`config.mk`:
```
export PLATFORM = sky130hd
export DESIGN_NAME = regfile_wb_arbiter
export DESIGN_NICKNAME = d
export VERILOG_FILES = /design/src/rtl/common.sv /design/src/rtl/regfile_scoreboard.sv /design/src/rtl/regfile_wb_arbiter.sv
export SDC_FILE = /design/constraint.sdc
export NUM_CORES = 1
export LEC_CHECK = 0
export CORE_ASPECT_RATIO = 1.5
export CORE_MARGIN = 4
export CORE_UTILIZATION = 41
export CTS_CLUSTER_SIZE = 12
export DETAILED_ROUTE_END_ITERATION = 8
export HOLD_SLACK_MARGIN = 0.03
export PLACE_DENSITY = 0.82
export SLEW_MARGIN = 5
export SYNTH_ARGS = -nofsm -noshare
export SYNTH_HDL_FRONTEND = slang
export SYNTH_SLANG_ARGS = --single-unit
```
`constraint.sdc`:
```
create_clock -name clk -period 2.5 [get_ports clk]
set_clock_uncertainty 0.2 [all_clocks]
set_input_delay 0.375 -clock clk [delete_from_list [all_inputs] [get_ports clk]]
set_output_delay 0.375 -clock clk [all_outputs]
set_load 0.005 [all_outputs]
```
`src/rtl/common.sv`:
```
// Shared types and constants for the register-file writeback path.
// Holds the register-file depth, the default starvation limit and the
// write-request bundle used by both requesters and the write port.
package common;

    localparam int REGISTER_FILE_SIZE      = 32;
    localparam int WB_STARVE_LIMIT_DEFAULT = 4;

    // One write request: enable, destination register and data.
    typedef struct packed {
        logic        en;
        logic [4:0]  id;
        logic [31:0] data;
    } wb_req_t;

endpackage

```
`src/rtl/regfile_scoreboard.sv`:
```
// Busy scoreboard for registers awaiting a multi-cycle result.
// An issue sets busy[id], a secondary handshake clears it, and set wins
// when both hit the same id. Entry 0 (x0) never becomes busy. Hazard
// lookups mask an entry being cleared this cycle, which matches the
// register file's same-cycle write bypass.
module regfile_scoreboard
    import common::*;
(
    input  logic       clk,
    input  logic       reset_n,
    input  logic       set_en,
    input  logic [4:0] set_id,
    input  logic       clr_en,
    input  logic [4:0] clr_id,
    input  logic [4:0] rs1_id,
    input  logic [4:0] rs2_id,
    input  logic [4:0] rd_id,
    output logic       rs1_busy,
    output logic       rs2_busy,
    output logic       rd_busy
);

    logic [REGISTER_FILE_SIZE-1:0] busy;
    logic [REGISTER_FILE_SIZE-1:0] busy_next;

    // Next busy vector: clear first so a same-cycle set overrides it.
    always_comb begin
        // NOTE: every variable gets its default before any branch so no path can infer a latch.
        busy_next = busy;
        if (clr_en) begin
            busy_next[clr_id] = 1'b0;
        end
        if (set_en && (set_id != 5'd0)) begin
            busy_next[set_id] = 1'b1;
        end
        busy_next[0] = 1'b0;
    end

    // Busy register; reset discards every pending entry.
    always_ff @(posedge clk or negedge reset_n) begin
        // NOTE: this is a 32-bit flop vector, not a RAM, so it is cheap and safe to reset; non-blocking assignment keeps it race-free.
        if (!reset_n) begin
            busy <= '0;
        end else begin
            busy <= busy_next;
        end
    end

    assign rs1_busy = busy[rs1_id] && !(clr_en && (clr_id == rs1_id));
    assign rs2_busy = busy[rs2_id] && !(clr_en && (clr_id == rs2_id));
    assign rd_busy  = busy[rd_id]  && !(clr_en && (clr_id == rd_id));

endmodule

```
`src/rtl/regfile_wb_arbiter.sv`:
```
// Register-file write-port arbiter between the in-order writeback
// (primary) and the multi-cycle unit (secondary, valid/ready).
// The primary normally wins; the secondary wins when the primary is idle
// or, with WB_STARVE_GUARD_EN defined, when it has been refused for
// STARVE_LIMIT consecutive cycles and pipe_hold freezes the pipeline.
// Writes to x0 are granted and handshaken but never enable the port.
module regfile_wb_arbiter
    import common::*;
#(
    parameter int STARVE_LIMIT = WB_STARVE_LIMIT_DEFAULT
) (
    input  logic        clk,
    input  logic        reset_n,
    input  logic        pri_en,
    input  logic [4:0]  pri_id,
    input  logic [31:0] pri_data,
    input  logic        sec_valid,
    input  logic [4:0]  sec_id,
    input  logic [31:0] sec_data,
    output logic        sec_ready,
    input  logic        issue_en,
    input  logic [4:0]  issue_id,
    input  logic [4:0]  rs1_id,
    input  logic [4:0]  rs2_id,
    input  logic [4:0]  rd_id,
    output logic        rs1_busy,
    output logic        rs2_busy,
    output logic        rd_busy,
    output logic        pipe_hold,
    output logic        write_en,
    output logic [4:0]  write_id,
    output logic [31:0] write_data
);

    wb_req_t pri_req;
    wb_req_t sec_req;
    wb_req_t wr;
    logic    sec_grant;

    assign pri_req = '{en: pri_en,    id: pri_id, data: pri_data};
    assign sec_req = '{en: sec_valid, id: sec_id, data: sec_data};

`ifdef WB_STARVE_GUARD_EN
    localparam int CNT_W = $clog2(STARVE_LIMIT + 1);

    logic [CNT_W-1:0] starve_cnt;

    // Count consecutive refused secondary cycles, saturating at the limit.
    always_ff @(posedge clk or negedge reset_n) begin
        if (!reset_n) begin
            starve_cnt <= '0;
        end else if (!sec_req.en || sec_grant) begin
            starve_cnt <= '0;
        end else if (starve_cnt != CNT_W'(STARVE_LIMIT)) begin
            starve_cnt <= starve_cnt + CNT_W'(1);
        end
    end

    assign pipe_hold = (starve_cnt == CNT_W'(STARVE_LIMIT));
`else
    assign pipe_hold = 1'b0;
`endif

    // Grant and write-port mux; the x0 destination suppresses the enable only.
    always_comb begin
        sec_grant = 1'b0;
        wr        = '0;
        if (pipe_hold && sec_req.en) begin
            sec_grant = 1'b1;
        end else if (pri_req.en) begin
            sec_grant = 1'b0;
        end else if (sec_req.en) begin
            sec_grant = 1'b1;
        end

        if (sec_grant) begin
            wr    = sec_req;
            wr.en = (sec_req.id != 5'd0);
        end else if (pri_req.en) begin
            wr    = pri_req;
            wr.en = (pri_req.id != 5'd0);
        end
    end

    assign sec_ready  = sec_grant;
    assign write_en   = wr.en;
    assign write_id   = wr.id;
    assign write_data = wr.data;

    regfile_scoreboard u_scoreboard (
        .clk      (clk),
        .reset_n  (reset_n),
        .set_en   (issue_en),
        .set_id   (issue_id),
        .clr_en   (sec_grant),
        .clr_id   (sec_req.id),
        .rs1_id   (rs1_id),
        .rs2_id   (rs2_id),
        .rd_id    (rd_id),
        .rs1_busy (rs1_busy),
        .rs2_busy (rs2_busy),
        .rd_busy  (rd_busy)
    );

endmodule

```
=== Word-level counts from Yosys, hierarchy flattened ===
Cells that the tools add are included.

* Register bits: 31
* Input bits: 99
* Output and inout port bits: 43
* Word-level logic and storage cells: 45

* Order comparisons: 7
* Equal/unequal tests: 3
* Mux-type cells: 16
* Bitwise operators: 3
* Reductions and logical operators: 15

{| class="wikitable"
|+ Operator list
! kind !! count
|-
| $mux 38 || 2
|-
| $mux 32 || 2
|-
| $and 32x32->32 || 1
|-
| $not 32->32 || 1
|-
| $or 32x32->32 || 1
|-
| $lt 5x6->1 const B || 5
|-
| $bmux 1 s5 || 3
|-
| $eq 5x5->1 || 3
|-
| $reduce_bool 5->1 || 3
|-
| $demux 1 s5 || 2
|-
| $ge 5x1->1 const B || 2
|-
| $logic_and 1x1->1 || 9
|-
| $mux 1 || 7
|-
| $logic_not 1->1 || 3
|}

=== Logic depth before layout (Yosys ltp) ===
Gate-level depths: netlist (run 1).

* Depth in word-level cells: 9
* Gate-level depth with buffers: 6
* Mapped depth without buffers: 5

=== By module ===
From an unflattened synthesis (run 1), not the netlist that was laid out.

* Cells, all modules: 283
* Area, all modules: 2767.7 µm²

{| class="wikitable"
|+ Modules (own cells, without submodules)
! module !! instances !! cells an instance !! area an instance (µm²) !! sequential area each (µm²)
|-
| regfile_scoreboard || 1 || 230 || 2352.3 || 775.7
|-
| regfile_wb_arbiter || 1 || 53 || 415.4 || 0.0
|}

=== Worst setup path after synthesis (run 1) ===
OpenSTA, ideal clock, no wires.

* Kind: input port to output port
* Start point: in rd_id[0]
* End point: out rd_busy
* Data arrival time: 1.541 ns
* Required time: 1.925 ns
* Setup slack: 0.384 ns
* Stages: 5
* Buffers on the path: 1
* Path through: buf_6 > mux4_2 > nor2b_1 > a2111oi_2 > a2111oi_1

* Cells in the longest elaborated chain, start to end: 4
* Elaborated cells between the ends (all ways): 6
* Classes of those cells: eq/ne (1); mux (2); reduce/logical (3)

{| class="wikitable"
|+ Ends and longest elaborated chain
! item !! line !! text
|-
| from (decl) || regfile_wb_arbiter.sv:25 || <nowiki>input logic [4:0] rd_id,</nowiki>
|-
| parallel branches: the longest is 3 deep, another holds $bmux 1 s5 || n/a ||
|-
| $logic_and 1x1->1 * || regfile_scoreboard.sv:51 || <nowiki>assign rd_busy = busy[rd_id] && !(clr_en && (clr_id == rd_id));</nowiki>
|-
| to (decl) || regfile_wb_arbiter.sv:28 || <nowiki>output logic rd_busy,</nowiki>
|}

Every way passes the cells marked *. The select of a mux whose other input is x is not followed.

=== Final worst setup path (run 1) ===
* Start point: reg u_scoreboard.busy[16]
* End point: out rs2_busy

* Cells in the longest elaborated chain, start to end: 3

{| class="wikitable"
|+ Ends and longest elaborated chain
! item !! line !! text
|-
| from (decl) || regfile_scoreboard.sv:23 || <nowiki>logic [REGISTER_FILE_SIZE-1:0] busy;</nowiki>
|-
| from (signal assigned) || regfile_scoreboard.sv:45 || <nowiki>busy <= busy_next;</nowiki>
|-
| $bmux 1 s5 || regfile_scoreboard.sv:50 || <nowiki>assign rs2_busy = busy[rs2_id] && !(clr_en && (clr_id == rs2_id));</nowiki>
|-
| $mux 1 (not written as such) || regfile_scoreboard.sv:50 ||
|-
| $logic_and 1x1->1 || regfile_scoreboard.sv:50 ||
|-
| to (decl) || regfile_wb_arbiter.sv:27 || <nowiki>output logic rs2_busy,</nowiki>
|}

Every way passes these cells. The select of a mux whose other input is x is not followed.

==> metrics.md, run 1 <==
| Metric | Value |
|---|---|
| Weighted congestion at the end of routability-driven global placement | `1.001` |
| Reg area | `782.0 um^2` |
| Syn_nets | `449` |
| EDFF count, synth | `0` |
| Instance area after placement | `4658 um^2` |
| WP buf/inv | `2` |
| Arrival time at the worst endpoint | `1.91 ns` |
| Nature of the critical path startpoint | `register` |
| Syn Std Cell Area | `2855 um^2` |
| Crit-path cells | `buf_6, mux4_2, mux2i_1, o21ai_1, o2111a_1, buf_2` |
| Die area | `8390 um^2` |
| Avg Cell Area, Syn | `8.158 um^2` |
| Result of the run | `complete, no violations` |
| Final Max Tran Viols | `0` |
| Die boundary height | `110.2 um` |
| Number of flip-flops in the largest register | `31` |
| Crit path capture type | `output pin` |
| Final worst path period share | `99.46%` |
| Biggest regs | `u_scoreboard.busy: 31 flops` |
| Antenna fix cells | `0` |
| Fraction of layout cells with a size suffix above 1 | `22.47%` |
| Setup violators final | `0` |
| Final critical-path required period | `2.486 ns` |
| Count of antenna-violating nets left after detailed routing | `0` |
| Timing startpoint of the critical path | `u_scoreboard.busy[16]` |
| Depth of the most critical reg-to-reg path | `3` |
| Summed area of non-filler cells in the final layout | `4916 um^2` |
| Worst-case headroom to the max-slew limit | `61.47%` |
| Count of fill cells added during filler insertion | `558` |
| Flop-to-flop setup slack | `1.35 ns` |
| Total stage count of the critical path | `6` |
| Worst R2R Start | `u_scoreboard.busy[16]` |
| Number of global-route vias before repair | `3,347` |
| Hold violation total from the final report | `0` |
| Maximum buffer depth of the clock tree | `2` |
| Chip Width | `76.14 um` |
| Transition time at the pin with the least slew margin | `0.5779 ns` |
| Initial core utilization | `41.96%` |
| Seq/Total Area, Yosys | `27.17%` |
| Worst stage delay on the critical path | `0.45 ns` |
| First-pass iteration count of the detailed router | `5` |
| Cell count after synthesis | `350` |
| IO Count | `142` |
| Inserted Clock Buffers | `5` |
| Vias | `3,579` |
| Family with the most delay on the worst path | `multiplexers` |
| Syn. warnings | `0` |
| Crit path kind | `register to output pin` |
| Dominant synthesized flop cell | `sky130_fd_sc_hd__dfrtp_1` |
| Filler-free cell count of the finished design | `612` |
| Total routed wirelength | `12,170 um` |
| Synth-to-Final Area Change | `72.17%` |
| Placed cell count | `598` |
| RSZ-0062 raised after global routing | `yes` |
| Global-route total usage across every layer | `27.34%` |
| Maximum number of pins on one net before global-route repair | `75` |
| # H-tree levels | `2` |
| CORE AREA | `6805 um^2` |
| Most area-hungry cell type in the Yosys netlist | `sky130_fd_sc_hd__dfrtp_1` |
| Leakage power | `0.001993 uW` |
| Clock latency on the worst-skew pair | `0.28 ns` |
| Routed wl met3 | `1059 um` |
| Number of port buffers | `140` |
| Critical path data required time | `1.92 ns` |
| Metal2 WL | `6476 um` |
| Clock tree from TritonCTS | `done` |
| Yosys cell types | `47` |
| Area used by multi-input combinational logic | `2003 um^2` |
| Initial antenna violation count | `0` |
| Leading cell types by total area after synthesis | `sky130_fd_sc_hd__dfrtp_1, sky130_fd_sc_hd__o21ai_0, sky130_fd_sc_hd__mux4_2` |
| Count of hold-fix buffers inserted at cts | `0` |
| Power density of the placed cells | `448.4 nW/um^2` |
| Worst-path maximum fanout | `3` |
| Type of the worst min-delay path | `primary input to asynchronous set/reset pin` |
| CTS sink count | `31` |
| Wire length of the first global-routing pass | `17,920 um` |
| Share of the synthesized area in the top cell type | `27.17%` |
| Top layer reached by signal wires | `met4` |
| Wirelength per Cell | `19.88 um` |
| Destination of the worst register-to-register timing path | `u_scoreboard.busy[16]` |
| Number of rows created at floorplan | `37` |
| Worst-path cell with the longest stage delay | `sky130_fd_sc_hd__mux4_2` |
| Post-synthesis register bit count | `31` |
| Number of vias per cell after detailed routing | `5.848` |
| CTS root buf | `sky130_fd_sc_hd__clkbuf_8` |
| Number of design rule violations left after detail routing | `0` |
| CTS clock-pin slew for the worst setup and hold paths | `0.06 ns` |
| Starting DRT DRC Count | `294` |
| Number of maximum-capacitance constraint violations | `0` |
| Largest register by flop count | `u_scoreboard.busy` |
| Net total in the final layout | `632` |
| Fraction of registers with async set/reset | `100.0%` |
| Highest ir drop seen on vdd | `419.5 uV` |
| HPWL after detailed placement | `9544 um` |
| Detailed-route wire length on metal 1 | `4114 um` |
| Highest clock frequency the design can meet | `402.2 MHz` |
| Grt total ovfl | `0` |
[power by group]
group	switching [uW]	leakage [uW]	internal [uW]	total (uW)
Combinational	399	0.00159	633	1030
Sequential	172	0.000365	626	797
Clock	180	0.0000422	195	375
Total	751	0.00199	1450	2200
[logic make-up after synthesis]
family / after synthesis / share of synthesized area [%]
xor+xnor: 12 / 3.681
simple gates: 122 / 20.38
compound gates: 122 / 24.28
mux: 30 / 19.11
flops: 31 / 27.17
buf+inv: 32 / 5.258
other cells: 1 / 0.1313
[synthesized netlist by cell type, types with 2 or more instances]
library cell               number
sky130_fd_sc_hd__or3_1          4
sky130_fd_sc_hd__nand2_1       77
sky130_fd_sc_hd__xnor2_1        6
sky130_fd_sc_hd__o21ai_0      102
sky130_fd_sc_hd__nor3_1         2
sky130_fd_sc_hd__mux4_2        15
sky130_fd_sc_hd__nand2b_1       2
sky130_fd_sc_hd__mux2_2         7
sky130_fd_sc_hd__dfrtp_1       31
sky130_fd_sc_hd__mux4_1         3
sky130_fd_sc_hd__buf_2          9
sky130_fd_sc_hd__nand3_1        7
sky130_fd_sc_hd__buf_6          2
sky130_fd_sc_hd__xor2_1         6
sky130_fd_sc_hd__nand3b_1      12
sky130_fd_sc_hd__mux2i_1        5
sky130_fd_sc_hd__nor2_1         3
sky130_fd_sc_hd__inv_1          5
sky130_fd_sc_hd__or3b_2         3
sky130_fd_sc_hd__clkbuf_1       9
sky130_fd_sc_hd__buf_1          6
sky130_fd_sc_hd__a211oi_1       2
sky130_fd_sc_hd__a221o_1        3
sky130_fd_sc_hd__nor4_1         2
sky130_fd_sc_hd__nor2b_1        5
[timing repair]
item / in CTS / in global routing
setup buffers: 2 / 3
pin swaps: 5 / 11
cloned: 1 / 0
setup endpoints to repair: 40 / 4
gates resized for setup: 47 / 29
[final cells by class]
type	instances	area share, %
multi-input combinational	287	40.75
timing repair buffer	203	39.32
tap	78	1.985
clock buffer	7	1.553
inverter	5	0.3818
sequential	31	15.91
clock inverter	1	0.1018
[worst max path at each step]
stage / slack, ns / endpoint
final: 0.01 / rs2_busy
after global routing: -0.03 / rs2_busy
after CTS: -0.06 / rs1_busy
after detailed placement: -0.67 / rs1_busy
after global placement: -0.66 / rd_busy
after floorplan: 0.38 / rd_busy
[placed cells by master (no fill, tap or decap), drive strengths merged, types with 2 or more instances in the layout]
cell	instances
or3	4
nand2b	2
mux4	18
clkdlybuf4s50	120
mux2i	5
inv	5
nand2	77
a211oi	2
a2111oi	2
nor2	3
xnor2	6
a221o	3
mux2	7
nor2b	5
nor4	2
nand3b	12
nor3	2
buf	66
dfrtp	31
dlymetal6s2s	3
o21ai	102
xor2	6
dlygate4sd2	10
or3b	4
clkbuf	10
nand3	7
[per-stage QoR]
stage / TNS (ns) / setup slack [ns] / hold WS (ns) / util [%] / power, uW
after floorplan: 0 / 0.3835 / -0.1206 / - / 1159
after global placement: -4.385 / -0.6574 / 0.3597 / 68.45 / 1738
after detailed placement: -4.970 / -0.6731 / 0.3756 / 68.45 / 1756
after CTS: -0.05908 / -0.05908 / 0.2926 / 71.28 / 2156
after global routing: -0.05359 / -0.02803 / 0.3157 / 72.24 / 2309
final: 0 / 0.01355 / 0.2817 / 72.24 / 2204
[worst reg2reg max path, delay by kind of cell, from the launching register on]
kind	cells	cell delay [ns]
buf+inv	1	0.15
compound gates	2	0.23
flops	1	0.44
[routing by layer]
| metal | track usage (%) | vias up |
|---|---|---|
| li1 | - | 1656 |
| met1 | 29.55 | 1676 |
| met2 | 50.55 | 216 |
| met3 | 5.772 | 31 |
| met4 | 13.25 | 0 |
| met5 | 0 | - |
Note: power is estimated with default switching activity, not from simulation.
==> inputs of run 2 (changes only) <==
MAX_ROUTING_LAYER = met4   (was default)
==> run 2 against run 1 <==
The flow now finishes with violations (setup timing). Worst hold slack got worse by 0.0057 ns. Clock power rose by 14%. Utilization rose by 0.83 points. Critical path depth did not move. Fmax fell by 2.3%. Non-clock buffer count rose by 1. Total power rose by 3.2%. Sequential power fell by 3%. Die area did not move.
==> metrics.md, run 2 (synthesized netlist as in run 1, its figures left out) <==
| Metric | Value |
|---|---|
| Result of the run | `finished with violations (was complete, no violations)` |
| Violated checks | `setup timing` |
| Crit path kind | `register to output pin (unchanged)` |
| Die area | `8390 um^2 (unchanged)` |
| RSZ-0062 raised after global routing | `yes (unchanged)` |
| Hold violation total from the final report | `0 (unchanged)` |
| Worst setup slack before clock tree synthesis | `-0.8906 ns (was -0.6731 ns)` |
| Clock latency on the worst-skew pair | `0.28 ns (about the same)` |
| Initial core utilization | `41.96% (unchanged)` |
| Leakage power | `0.001999 uW (was 0.001993 uW)` |
| Total power of the final layout | `2274 uW (was 2204 uW)` |
| # H-tree levels | `2 (unchanged)` |
| Chip Width | `76.14 um (unchanged)` |
| Number of rows created at floorplan | `37 (unchanged)` |
| Number of global-route vias before repair | `3,615 (was 3,347)` |
| Depth of the most critical reg-to-reg path | `3 (unchanged)` |
| CTS sink count | `31 (unchanged)` |
| Maximum buffer depth of the clock tree | `2 (unchanged)` |
| Total routed wirelength | `11,980 um (was 12,170 um)` |
| Crit path capture type | `output pin (unchanged)` |
| Wirelength per Cell | `19.54 um (was 19.88 um)` |
| Cell-internal power | `1520 uW (was 1454 uW)` |
| Initial antenna violation count | `0 (unchanged)` |
| Filler-free cell count of the finished design | `613 (was 612)` |
| Die boundary height | `110.2 um (unchanged)` |
| Number of port buffers | `140 (unchanged)` |
| Global-route total usage across every layer | `28.48% (was 27.34%)` |
| Area used by multi-input combinational logic | `2036 um^2 (was 2003 um^2)` |
| Sw Share | `33.15% (was 34.05%)` |
| Highest clock frequency the design can meet | `393.1 MHz (was 402.2 MHz)` |
| Count of fill cells added during filler insertion | `525 (was 558)` |
| Final worst path period share | `101.8% (was 99.46%)` |
| Weighted congestion at the end of routability-driven global placement | `1.068 (was 1.001)` |
| Least setup slack across all paths after layout | `-0.04384 ns (was 0.01355 ns)` |
| Setup violators final | `2 (was 0)` |
| Critical path data required time | `1.92 ns (about the same)` |
| IO Count | `142 (unchanged)` |
| Type of the worst min-delay path | `primary input to asynchronous set/reset pin (unchanged)` |
| Count of hold-fix buffers inserted at cts | `0 (unchanged)` |
| HPWL after detailed placement | `9456 um (was 9544 um)` |
| Clock tree from TritonCTS | `done (unchanged)` |
| CTS root buf | `sky130_fd_sc_hd__clkbuf_8 (unchanged)` |
| CORE AREA | `6805 um^2 (unchanged)` |
| Commonest cells after routing, fill and taps aside | `sky130_fd_sc_hd__clkdlybuf4s50_1, sky130_fd_sc_hd__o21ai_0, sky130_fd_sc_hd__nand2_1 (unchanged)` |
| Share of power burned in the clock network | `18.9% (was 17.0%)` |
| Net switching power | `754.0 uW (was 750.5 uW)` |
| Number of vias per cell after detailed routing | `5.863 (was 5.848)` |
| Starting DRT DRC Count | `159 (was 294)` |
| Worst R2R Start | `u_scoreboard.busy[1] (was u_scoreboard.busy[16])` |
| Sequential Power Share | `34.2% (was 36.2%)` |
| Count of antenna-violating nets left after detailed routing | `0 (unchanged)` |
| Grt total ovfl | `0 (unchanged)` |
| Gate power share | `47.0% (was 46.8%)` |
| Placed cell count | `597 (was 598)` |
| Timing startpoint of the critical path | `u_scoreboard.busy[19] (was u_scoreboard.busy[16])` |
| Vias | `3,594 (was 3,579)` |
| Highest ir drop seen on vdd | `469.8 uV (was 419.5 uV)` |
| Inserted Clock Buffers | `5 (unchanged)` |
| Flop-to-flop setup slack | `1.38 ns (was 1.35 ns)` |
| Fraction of layout cells with a size suffix above 1 | `22.62% (was 22.47%)` |
| Final standard cell utilization of the core | `73.06% (was 72.24%)` |
| First-pass iteration count of the detailed router | `5 (unchanged)` |
| Net total in the final layout | `633 (was 632)` |
| Power density of the placed cells | `457.4 nW/um^2 (was 448.4 nW/um^2)` |
| CTS clock-pin slew for the worst setup and hold paths | `0.07 ns (was 0.06 ns)` |
| Number of flip-flops in the largest register | `31 (unchanged)` |
| Crit path to | `rs1_busy (was rs2_busy)` |
| Leading cell type in the layout, fill and taps excluded | `sky130_fd_sc_hd__clkdlybuf4s50_1 (unchanged)` |
| Biggest regs | `u_scoreboard.busy: 31 flops (unchanged)` |
| Nature of the critical path startpoint | `register (unchanged)` |
| Synth-to-Final Area Change | `74.15% (was 72.17%)` |
| Worst-path maximum fanout | `3 (unchanged)` |
| Largest register by flop count | `u_scoreboard.busy (unchanged)` |
| Final critical-path required period | `2.544 ns (was 2.486 ns)` |
| Final Max Tran Viols | `0 (unchanged)` |
| Antenna fix cells | `0 (unchanged)` |
| Arrival time at the worst endpoint | `1.97 ns (was 1.91 ns)` |
| Destination of the worst register-to-register timing path | `u_scoreboard.busy[1] (was u_scoreboard.busy[16])` |
| Maximum number of pins on one net before global-route repair | `51 (was 75)` |
| Number of maximum-capacitance constraint violations | `0 (unchanged)` |
| Number of design rule violations left after detail routing | `0 (unchanged)` |
| Wire length of the first global-routing pass | `18,500 um (was 17,920 um)` |
| Reg area | `777.0 um^2 (was 782.0 um^2)` |
-- run 2: cell count changes in the layout (fill, tap and decap cells not counted), sizes merged --
| cell | delta |
|---|---|
| clkdlybuf4s15 | +5 |
| clkbuf | -3 |
| dlymetal6s2s | -2 |
| buf | +1 |
| clkinv | -1 |
| clkinvlp | +1 |
-- run 2: timing repair --
item,4_1_cts,5_1_grt
gates resized for setup,62,14
gates cloned,2,0
buffers inserted,7,0
pin swaps,8,6
setup endpoints to repair,40,14
-- run 2: how the worst min path moves through the flow --
| stage | to |
|---|---|
| 2_1_floorplan | u_scoreboard.busy[10] |
| 3_3_place_gp | u_scoreboard.busy[14] |
| 3_5_place_dp | u_scoreboard.busy[14] |
| 4_1_cts | u_scoreboard.busy[2] |
| 5_1_grt | u_scoreboard.busy[2] |
| 6_report | u_scoreboard.busy[1] |
-- run 2: layout make-up --
cell class                 instances  area share (%)
clock buffer                       7           1.938
timing repair buffer             204           39.00
inverter                           5          0.3775
sequential                        31           15.63
multi-input combinational        287           40.94
clock inverter                     1          0.1510
tap                               78           1.963
-- run 2: routing by layer --
layer,up-vias,wire length [um],part of all wire (%),GRT usage [%]
met3,45,960,8.0,4.553
met2,222,6308,53,52.63
met5,-,0,0,-
met1,1670,4046,34,28.28
met4,0,663,5.5,16.50
li1,1657,-,-,-
-- run 2: power by group through the flow --
stage	Combinational, uW	Clock, uW	Sequential (uW)
2_1_floorplan	459	0	700
3_3_place_gp	929	0	774
3_5_place_dp	954	0	777
4_1_cts	1040	436	761
5_1_grt	1150	457	779
6_report	1070	429	777
-- run 2: per-stage QoR --
| step | cell area [um^2] | setup TNS, ns | hold WS (ns) |
|---|---|---|---|
| 4_1_cts | 4925 | -0.07531 | 0.2842 |
| 2_1_floorplan | 2855 | 0 | -0.1206 |
| 3_5_place_dp | 4638 | -4.280 | 0.3678 |
| 5_1_grt | 4972 | -0.2569 | 0.3095 |
| 6_report | 4972 | -0.08107 | 0.2760 |
| 3_3_place_gp | 4638 | -3.948 | 0.3531 |
-- run 2: worst max-delay path: stages, from the launching register on --
cell and delay [ns]:
sky130_fd_sc_hd__dfrtp_1 0.39, sky130_fd_sc_hd__buf_4 0.15, sky130_fd_sc_hd__mux4_2 0.45, sky130_fd_sc_hd__mux2_4 0.28
sky130_fd_sc_hd__o22ai_2 0.18, sky130_fd_sc_hd__o32ai_2 0.09, sky130_fd_sc_hd__buf_2 0.14
